File: config.mk
export PLATFORM = sky130hd
export DESIGN_NAME = conv_frame_sequencer
export DESIGN_NICKNAME = d
export VERILOG_FILES = /design/src/rtl/conv_frame_sequencer.sv
export SDC_FILE = /design/constraint.sdc
export NUM_CORES = 1
export LEC_CHECK = 0
export BUFFER_PORTS_ARGS = -buffer_cell sky130_fd_sc_hd__buf_2
export CORE_MARGIN = 3
export CORE_UTILIZATION = 43
export DETAILED_ROUTE_END_ITERATION = 6
export PLACE_DENSITY_LB_ADDON = 0.1
export SETUP_SLACK_MARGIN = 0.2
export SLEW_MARGIN = 10
export SYNTH_ARGS = -nofsm -noshare
export SYNTH_HDL_FRONTEND = slang
export SYNTH_SLANG_ARGS = --single-unit
File: constraint.sdc
create_clock -name clk -period 1.8 [get_ports clk]
set_input_delay 0.27 -clock clk [delete_from_list [all_inputs] [get_ports clk]]
set_output_delay 0.27 -clock clk [all_outputs]
set_load 0.02 [all_outputs]
File: src/rtl/conv_frame_sequencer.sv
// conv_frame_sequencer
//   Per-sample sequencer for the audio-rate NN path. Each rising edge of sample_clk captures N_IN
//   arithmetically right-shifted input channels into a K-deep tap history, pulses the external
//   conv/dense engine, waits (bounded by TIMEOUT) for its result and latches N_OUT left-shifted
//   outputs. Edges that arrive while a frame is in flight are dropped and counted.
//
//   Optional feature macro: SEQ_SATURATE_OUT_EN
//     defined   - scaled outputs clamp to the signed W-bit range
//     undefined - scaled outputs wrap (low W bits of the shifted value)
//
// Ports
//   clk          system clock
//   rst          synchronous active-high reset
//   sample_clk   sample strobe (synchronous to clk); rising edge starts a frame
//   sample_in    N_IN packed signed inputs, ch c at [c*W +: W]
//   clear_flags  clears overrun, timeout and overrun_cnt (a coincident set wins)
//   eng_start    one-cycle start pulse to the engine
//   eng_taps     tap history, tap k ch c at [(k*N_IN+c)*W +: W], tap 0 newest
//   eng_out      N_OUT packed engine results
//   eng_out_v    engine result valid (only honoured while waiting for the engine)
//   sample_out   latched scaled outputs, same packing as eng_out
//   out_valid    one-cycle pulse when sample_out updates
//   busy         a frame is in flight
//   overrun      sticky: sample edge arrived while busy
//   timeout      sticky: engine did not answer within TIMEOUT cycles
//   overrun_cnt  saturating count of dropped edges
module conv_frame_sequencer #(
  parameter int unsigned W         = 16,
  parameter int unsigned N_IN      = 1,
  parameter int unsigned N_OUT     = 4,
  parameter int unsigned K         = 4,
  parameter int unsigned IN_SHIFT  = 2,
  parameter int unsigned OUT_SHIFT = 2,
  parameter int unsigned TIMEOUT   = 4095
) (
  input  logic                  clk,
  input  logic                  rst,
  input  logic                  sample_clk,
  input  logic [N_IN*W-1:0]     sample_in,
  input  logic                  clear_flags,
  output logic                  eng_start,
  output logic [K*N_IN*W-1:0]   eng_taps,
  input  logic [N_OUT*W-1:0]    eng_out,
  input  logic                  eng_out_v,
  output logic [N_OUT*W-1:0]    sample_out,
  output logic                  out_valid,
  output logic                  busy,
  output logic                  overrun,
  output logic                  timeout,
  output logic [7:0]            overrun_cnt
);

  localparam int unsigned TapW = N_IN * W;
  localparam int unsigned CntW = (TIMEOUT > 1) ? $clog2(TIMEOUT) : 1;
  localparam logic [CntW-1:0] CntLast = CntW'(TIMEOUT - 1);

  typedef enum logic [1:0] {StIdle, StShift, StStart, StRun} state_e;

  state_e                state_q, state_d;
  logic                  prev_sample_clk_q;
  logic [K*N_IN*W-1:0]   taps_q, taps_d;
  logic [CntW-1:0]       cnt_q;
  logic [N_OUT*W-1:0]    sample_out_q, scaled;
  logic                  out_valid_q;
  logic                  overrun_q, timeout_q;
  logic [7:0]            overrun_cnt_q;

  logic edge_det, shift_en, latch_en, timeout_hit, drop;

  assign edge_det = sample_clk & ~prev_sample_clk_q;

  // State register
  always_ff @(posedge clk) begin
    if (rst) begin
      state_q <= StIdle;
    end else begin
      state_q <= state_d;
    end
  end

  // Next-state logic
  always_comb begin
    state_d = state_q;
    unique case (state_q)
      StIdle:  if (edge_det) state_d = StShift;
      StShift: state_d = StStart;
      StStart: state_d = StRun;
      StRun:   if (eng_out_v || (cnt_q == CntLast)) state_d = StIdle;
      default: state_d = StIdle;
    endcase
  end

  // FSM outputs and datapath enables
  always_comb begin
    eng_start   = (state_q == StStart);
    busy        = (state_q != StIdle);
    shift_en    = (state_q == StShift);
    latch_en    = (state_q == StRun) && eng_out_v;
    timeout_hit = (state_q == StRun) && !eng_out_v && (cnt_q == CntLast);
    // Includes the cycle RUN hands back to IDLE: still busy, so that edge is lost too.
    drop        = edge_det && (state_q != StIdle);
  end

  // Tap history shift: older taps move up one slot, newest scaled inputs enter at tap 0.
  always_comb begin
    taps_d = taps_q;
    for (int k = K - 1; k >= 1; k--) begin
      taps_d[k*TapW +: TapW] = taps_q[(k-1)*TapW +: TapW];
    end
    for (int c = 0; c < N_IN; c++) begin
      taps_d[c*W +: W] = $signed(sample_in[c*W +: W]) >>> IN_SHIFT;
    end
  end

  // Output scaling
`ifdef SEQ_SATURATE_OUT_EN
  localparam int unsigned SW = W + OUT_SHIFT;
  localparam logic signed [SW-1:0] MaxV = {{(OUT_SHIFT+1){1'b0}}, {(W-1){1'b1}}};
  localparam logic signed [SW-1:0] MinV = ~MaxV;

  logic signed [SW-1:0] wide [N_OUT];

  always_comb begin
    scaled = '0;
    for (int c = 0; c < N_OUT; c++) begin
      wide[c] = SW'($signed(eng_out[c*W +: W])) <<< OUT_SHIFT;
      if (wide[c] > MaxV) begin
        scaled[c*W +: W] = MaxV[W-1:0];
      end else if (wide[c] < MinV) begin
        scaled[c*W +: W] = MinV[W-1:0];
      end else begin
        scaled[c*W +: W] = wide[c][W-1:0];
      end
    end
  end
`else
  always_comb begin
    scaled = '0;
    for (int c = 0; c < N_OUT; c++) begin
      scaled[c*W +: W] = eng_out[c*W +: W] << OUT_SHIFT;
    end
  end
`endif

  // Datapath and status registers
  always_ff @(posedge clk) begin
    if (rst) begin
      // High so a sample_clk already high at reset release is not taken as an edge.
      prev_sample_clk_q <= 1'b1;
      taps_q            <= '0;
      cnt_q             <= '0;
      sample_out_q      <= '0;
      out_valid_q       <= 1'b0;
      overrun_q         <= 1'b0;
      timeout_q         <= 1'b0;
      overrun_cnt_q     <= '0;
    end else begin
      prev_sample_clk_q <= sample_clk;

      if (shift_en) taps_q <= taps_d;

      if (state_q == StStart) begin
        cnt_q <= '0;
      end else if ((state_q == StRun) && !eng_out_v) begin
        cnt_q <= cnt_q + 1'b1;
      end

      out_valid_q <= latch_en;
      if (latch_en) sample_out_q <= scaled;

      if (drop) begin
        overrun_q <= 1'b1;
      end else if (clear_flags) begin
        overrun_q <= 1'b0;
      end

      if (timeout_hit) begin
        timeout_q <= 1'b1;
      end else if (clear_flags) begin
        timeout_q <= 1'b0;
      end

      if (drop) begin
        if (overrun_cnt_q != 8'hFF) overrun_cnt_q <= overrun_cnt_q + 8'd1;
      end else if (clear_flags) begin
        overrun_cnt_q <= '0;
      end
    end
  end

  assign eng_taps    = taps_q;
  assign sample_out  = sample_out_q;
  assign out_valid   = out_valid_q;
  assign overrun     = overrun_q;
  assign timeout     = timeout_q;
  assign overrun_cnt = overrun_cnt_q;

endmodule

# [Word level (Yosys, flattened, before mapping)]
# Cells that the tools add are included.
[classes] n_bitwise=2 add_sub_neg=2 n_eq_ne=8 n_reduce_logical=13 muxes=9
[op_table] cell="$mux 8" n=3
[op_table] cell="$add 12x1->12 const B" n=1
[op_table] cell="$eq 12x12->1 const B" n=1
[op_table] cell="$add 8x1->8 const B" n=1
[op_table] cell="$ne 8x8->1 const B" n=1
[op_table] cell="$pmux 2 s4" n=1
[op_table] cell="$reduce_bool 2->1" n=3
[op_table] cell="$eq 2x2->1 const B" n=2
[op_table] cell="$logic_and 1x1->1" n=4
[op_table] cell="$mux 2" n=2
[op_table] cell="$ne 2x2->1 const B" n=2
[op_table] cell="$reduce_and 2->1" n=2
[op_table] cell="$mux 1" n=3
[op_table] cell="$eq 2x1->1 const B" n=1
[op_table] cell="$logic_not 2->1" n=1
[op_table] cell="$ne 2x1->1 const B" n=1
[op_table] cell="$reduce_or 2->1" n=1
[op_table] cell="$and 1x1->1" n=1
[op_table] cell="$logic_not 1->1" n=1
[op_table] cell="$logic_or 1x1->1" n=1
[op_table] cell="$not 1->1" n=1
[word_totals] register_bits=146 out_inout_bits=141

# [Longest topological paths before layout]
[logic_depth] ltp_word=5 depth_mapped=6 depth_no_buf=6

# [Least setup slack after synthesis]
# Ideal clock, no wire load.
[synth_timing] kind="register to register" startpoint="register state_q[0]" endpoint="register overrun_cnt_q[3], in the netlist overrun_cnt[3]" t_required_ns=1.741 path_buffers=0 path_stages_with_launch=7 path_slack_ns=-0.093 arrival_time_ns=1.834 cell_sequence="dfxtp_1 inv_1 ha_1 or3b_4 a21o_1 or4_1 nand2_1"
[synth_between] elab_chain_len=4 word_cells_on_any_way=6 cone_classes="1 x eq/ne; 1 x mux; 4 x reduce/logical"
[synth_rtl] item="start: declaration" line="59" source="state_e state_q, state_d;"
[synth_rtl] item="start signal: assignment" line="75" source="state_q <= StIdle;"
[synth_rtl] item="start signal: assignment" line="77" source="state_q <= state_d;"
[synth_rtl] item="$reduce_bool 2->1 (*)" line="101" source="drop = edge_det && (state_q != StIdle);"
[synth_rtl] item="$logic_and 1x1->1 (*)" line="101"
[synth_rtl] item="$ne 2x1->1 (no line) or $reduce_bool 2->1 (tied branches)"
[synth_rtl] item="$reduce_and 2->1 (no line)"
[synth_rtl] item="end signal: assignment" line="184" source="if (overrun_cnt_q != 8'hFF) overrun_cnt_q <= overrun_cnt_q + 8'd1;"
[synth_rtl] item="end: declaration" line="66" source="logic [7:0] overrun_cnt_q;"
# Every way passes the cells marked *; elsewhere a longest branch is shown, timed or not.
# A chain may end at the register's enable or synchronous reset.

# [Final worst setup path]
[layout_timing] startpoint="register state_q[1]" endpoint="register overrun_cnt_q[3], in the netlist overrun_cnt[3]"
# The elaborated chain is that of the path after synthesis.

==> flow_summary.yaml <==
sta:
  setup_tns_ns: 0
  fmax_mhz: 580
  hold_viol_final: 0
  setup_viol: 0
  maxSlewViolCount: 0
  skew_ns: 0.00468
  grt_setup_unrepaired: "true"
  period_needed_ns: 1.73
  fin_crit_sh_pct: 95.9
  whs_ns: 0.0814
floorplan:
  die_height_um: 116
  die_x_um: 116
  die_area_um2: 13500
  start_util_pct: 44.8
  coreArea_um2: 11700
  pin_count: 226
  rows: 39
clock_network:
  cts_buffers: 17
  hold_buffers: 0
  path_clk_slew_ns: 0.06
  htreeDepth: 4
  clock-sinks: 138
  root_buffer: "clkbuf_16"
  cts_buffer_depth: 2
  worstSkewPairLatency_ns: 0.41
  cts_tree: "yes"
flow_run:
  maxCapViolCount: 0
grt:
  gr-total-overflow: 0
  grt_util_all_layers_pct: 19.1
  grt_max_degree: 74
  grt_pass1_vias: 4384
  grt_pass1_wl_um: 20400
  antenna_found_initial: 0
synthesis:
  synth_top_area_cell: "dfxtp_1"
  yosys.area_share.simple_pct: 18.6
  synth_top_family_by_area: "simple AND/OR/NAND/NOR gates"
  netlist_top_cells_area: "dfxtp_1 53%, mux2i_1 11%, nand2_1 8.8%"
  synth_xor_xnor_area_share_pct: 1.01
  yosys.area.top_type_share_pct: 52.9
  ys_warn_count: 0
  synth_fa_ha_area_share_pct: 1.68
  synth.mux.area_fraction_pct: 10.7
  synth_area_per_cell_um2: 8.89
  synth.distinct_cells: 41
  syn_area_um2: 5230
  ys_seq_area_share_pct: 52.9
  syn_inst: 588
  yosys_register_bits: 138
  synth-compound-area-share_pct: 9.70
worst_setup_path:
  worstPathRequired_ns: 2.15
  path_max_fanout: 4
  crit_family: "simple AND/OR/NAND/NOR gates"
  crit_path_end_kind: "register"
  critPathBufInv: 1
  arrival_ns: 2.08
  critPathMaxStageDelay_ns: 0.44
  critPathLaunchType: "register"
  cp_cell_sequence: "inv_4 -> ha_4 -> or3b_4 -> a21o_1 -> or4_1 -> nand2_1"
  worst_path_max_delay_cell: "or3b_4"
  path_class: "reg -> reg"
layout:
  drive_gt1_share_pct: 35.1
  final_cell_mix: "204 x buf_2, 136 x dfxtp_1, 122 x nand2_1"
  fillers: 1022
  multi_input_area_um2: 2310
  syn_to_final_growth_pct: 37.1
  regArea_um2: 2770
  num_antenna_cells: 0
  nets: 882
  mostFrequentLayoutCell: "buf_2"
route:
  drc: 0
  first_pass_iters: 4
  routed_via_density: 4.99
  num_vias: 4720
  dr.first_iter.drc_count: 234
  antenna_left: 0
  wl_um: 13200
  wl_per_cell_um: 13.9
pwr:
  clock_power_share_pct: 42.1
  power.density_nw_per_um2: 1170
  switching_share_pct: 27.1
  power.switching_uw: 2270
  ir_worst_vdd_uv: 499
  p_int_uw: 6130
  pwr-share-seq_pct: 39.3
  p_leak_uw: 0.00318
  pwr-share-comb_pct: 18.6
status:
  status: "complete, no violations"
place:
  hpwl_um: 9110
  port_buffers: 207
  routabilityCongestion: 0.771
worst_hold_path:
  hold_class: "in -> reg"
[what timing repair did]
item	in CTS	in global routing
pin swaps	7	10
gates cloned	0	0
endpoints found under the setup margin	13	23
resized for setup	15	19
setup buffers	5	2
[cell families (layout without fill, tap and decap cells)]
family | count (synthesis) | count (layout)
other cells | 1 | 8
simple gates | 231 | 231
fa+ha+maj | 7 | 7
compound gates | 92 | 92
flops | 138 | 138
buf+inv | 57 | 265
xor+xnor | 6 | 6
mux | 56 | 56
[layout make-up]
class	instances	area share, %
Clock buffer	18	6.13
Clock inverter	14	2.41
Sequential cell	138	38.7
Timing Repair Buffer	224	17.5
Tap cell	143	2.50
Multi-Input combinational cell	400	32.3
Inverter	9	0.576
[path summary, 6_finish.rpt]
kind	from	endpoint	slack (ns)	cells past startpoint
worst max register to register	state_q[1]	overrun_cnt[3]	0.07	6
worst min register to register	sample_out[24]	sample_out[24]	0.45	2
worst min-delay path	sample_clk	prev_sample_clk_q	0.08	3
worst max-delay path	state_q[1]	overrun_cnt[3]	0.07	6
[layer usage]
metal | vias to the layer above | share of wire [%] | GRT usage (%)
li1 | 2355 | - | -
met1 | 2165 | 42 | 22.2
met2 | 181 | 48 | 30.9
met3 | 19 | 8.0 | 7.72
met4 | 0 | 1.7 | 8.82
met5 | - | 0 | 0
[synth_stat cells]
| library cell | n |
|---|---|
| a211oi_1 | 2 |
| a21o_1 | 1 |
| a21oi_1 | 68 |
| a311oi_1 | 2 |
| a41o_1 | 1 |
| and2_1 | 2 |
| and3_1 | 3 |
| and3b_1 | 1 |
| buf_1 | 6 |
| buf_2 | 4 |
| buf_4 | 16 |
| clkbuf_1 | 22 |
| conb_1 | 1 |
| dfxtp_1 | 138 |
| ha_1 | 7 |
| inv_1 | 9 |
| mux2i_1 | 56 |
| nand2_1 | 123 |
| nand2b_1 | 1 |
| nand3_1 | 5 |
| nand3b_1 | 1 |
| nand4_1 | 5 |
| nor2_1 | 71 |
| nor2b_1 | 1 |
| nor3_1 | 4 |
| nor3_2 | 1 |
| nor3b_1 | 1 |
| nor3b_2 | 1 |
| o2111ai_1 | 2 |
| o211ai_1 | 2 |
| o21ai_0 | 10 |
| o31ai_1 | 2 |
| o32a_1 | 1 |
| o41ai_1 | 1 |
| or2_2 | 1 |
| or3_1 | 6 |
| or3b_2 | 1 |
| or3b_4 | 1 |
| or4_1 | 2 |
| xnor2_1 | 2 |
| xor2_1 | 4 |
[registers in the layout (all words and copies together) (netlist names)]
| register | count |
|---|---|
| eng_taps | 56 |
| sample_out | 56 |
| cnt_q | 12 |
| overrun_cnt | 8 |
| state_q | 2 |
| out_valid | 1 |
| overrun | 1 |
| prev_sample_clk_q | 1 |
| timeout | 1 |
[power by group through the flow]
stage | Sequential [uW] | Combinational, uW | Clock, uW
3_5_place_dp | 3360 | 1440 | 0
2_1_floorplan | 3470 | 889 | 0
3_3_place_gp | 3350 | 1420 | 0
6_report | 3300 | 1570 | 3530
4_1_cts | 3300 | 1500 | 3610
5_1_grt | 3320 | 1690 | 3790
[through the flow]
| stage | utilization, % | total power, uW | area (um^2) | cells | setup WS (ns) |
|---|---|---|---|---|---|
| floorplan | - | 4360 | 5270 | 595 | 0.132 |
| global placement | 54.8 | 4760 | 6390 | 907 | 0.110 |
| detailed placement | 54.8 | 4800 | 6390 | 907 | 0.00791 |
| CTS | 60.8 | 8420 | 7090 | 944 | 0.105 |
| global route | 61.5 | 8790 | 7170 | 946 | 0.00397 |
| finish | 61.5 | 8400 | 7170 | 946 | 0.0745 |
[tightest hold or removal path: stages]
cell and delay (ns):
buf_2 0.10, inv_1 0.05, nand2_1 0.04
No activity file was read; power rests on OpenSTA's default activity.
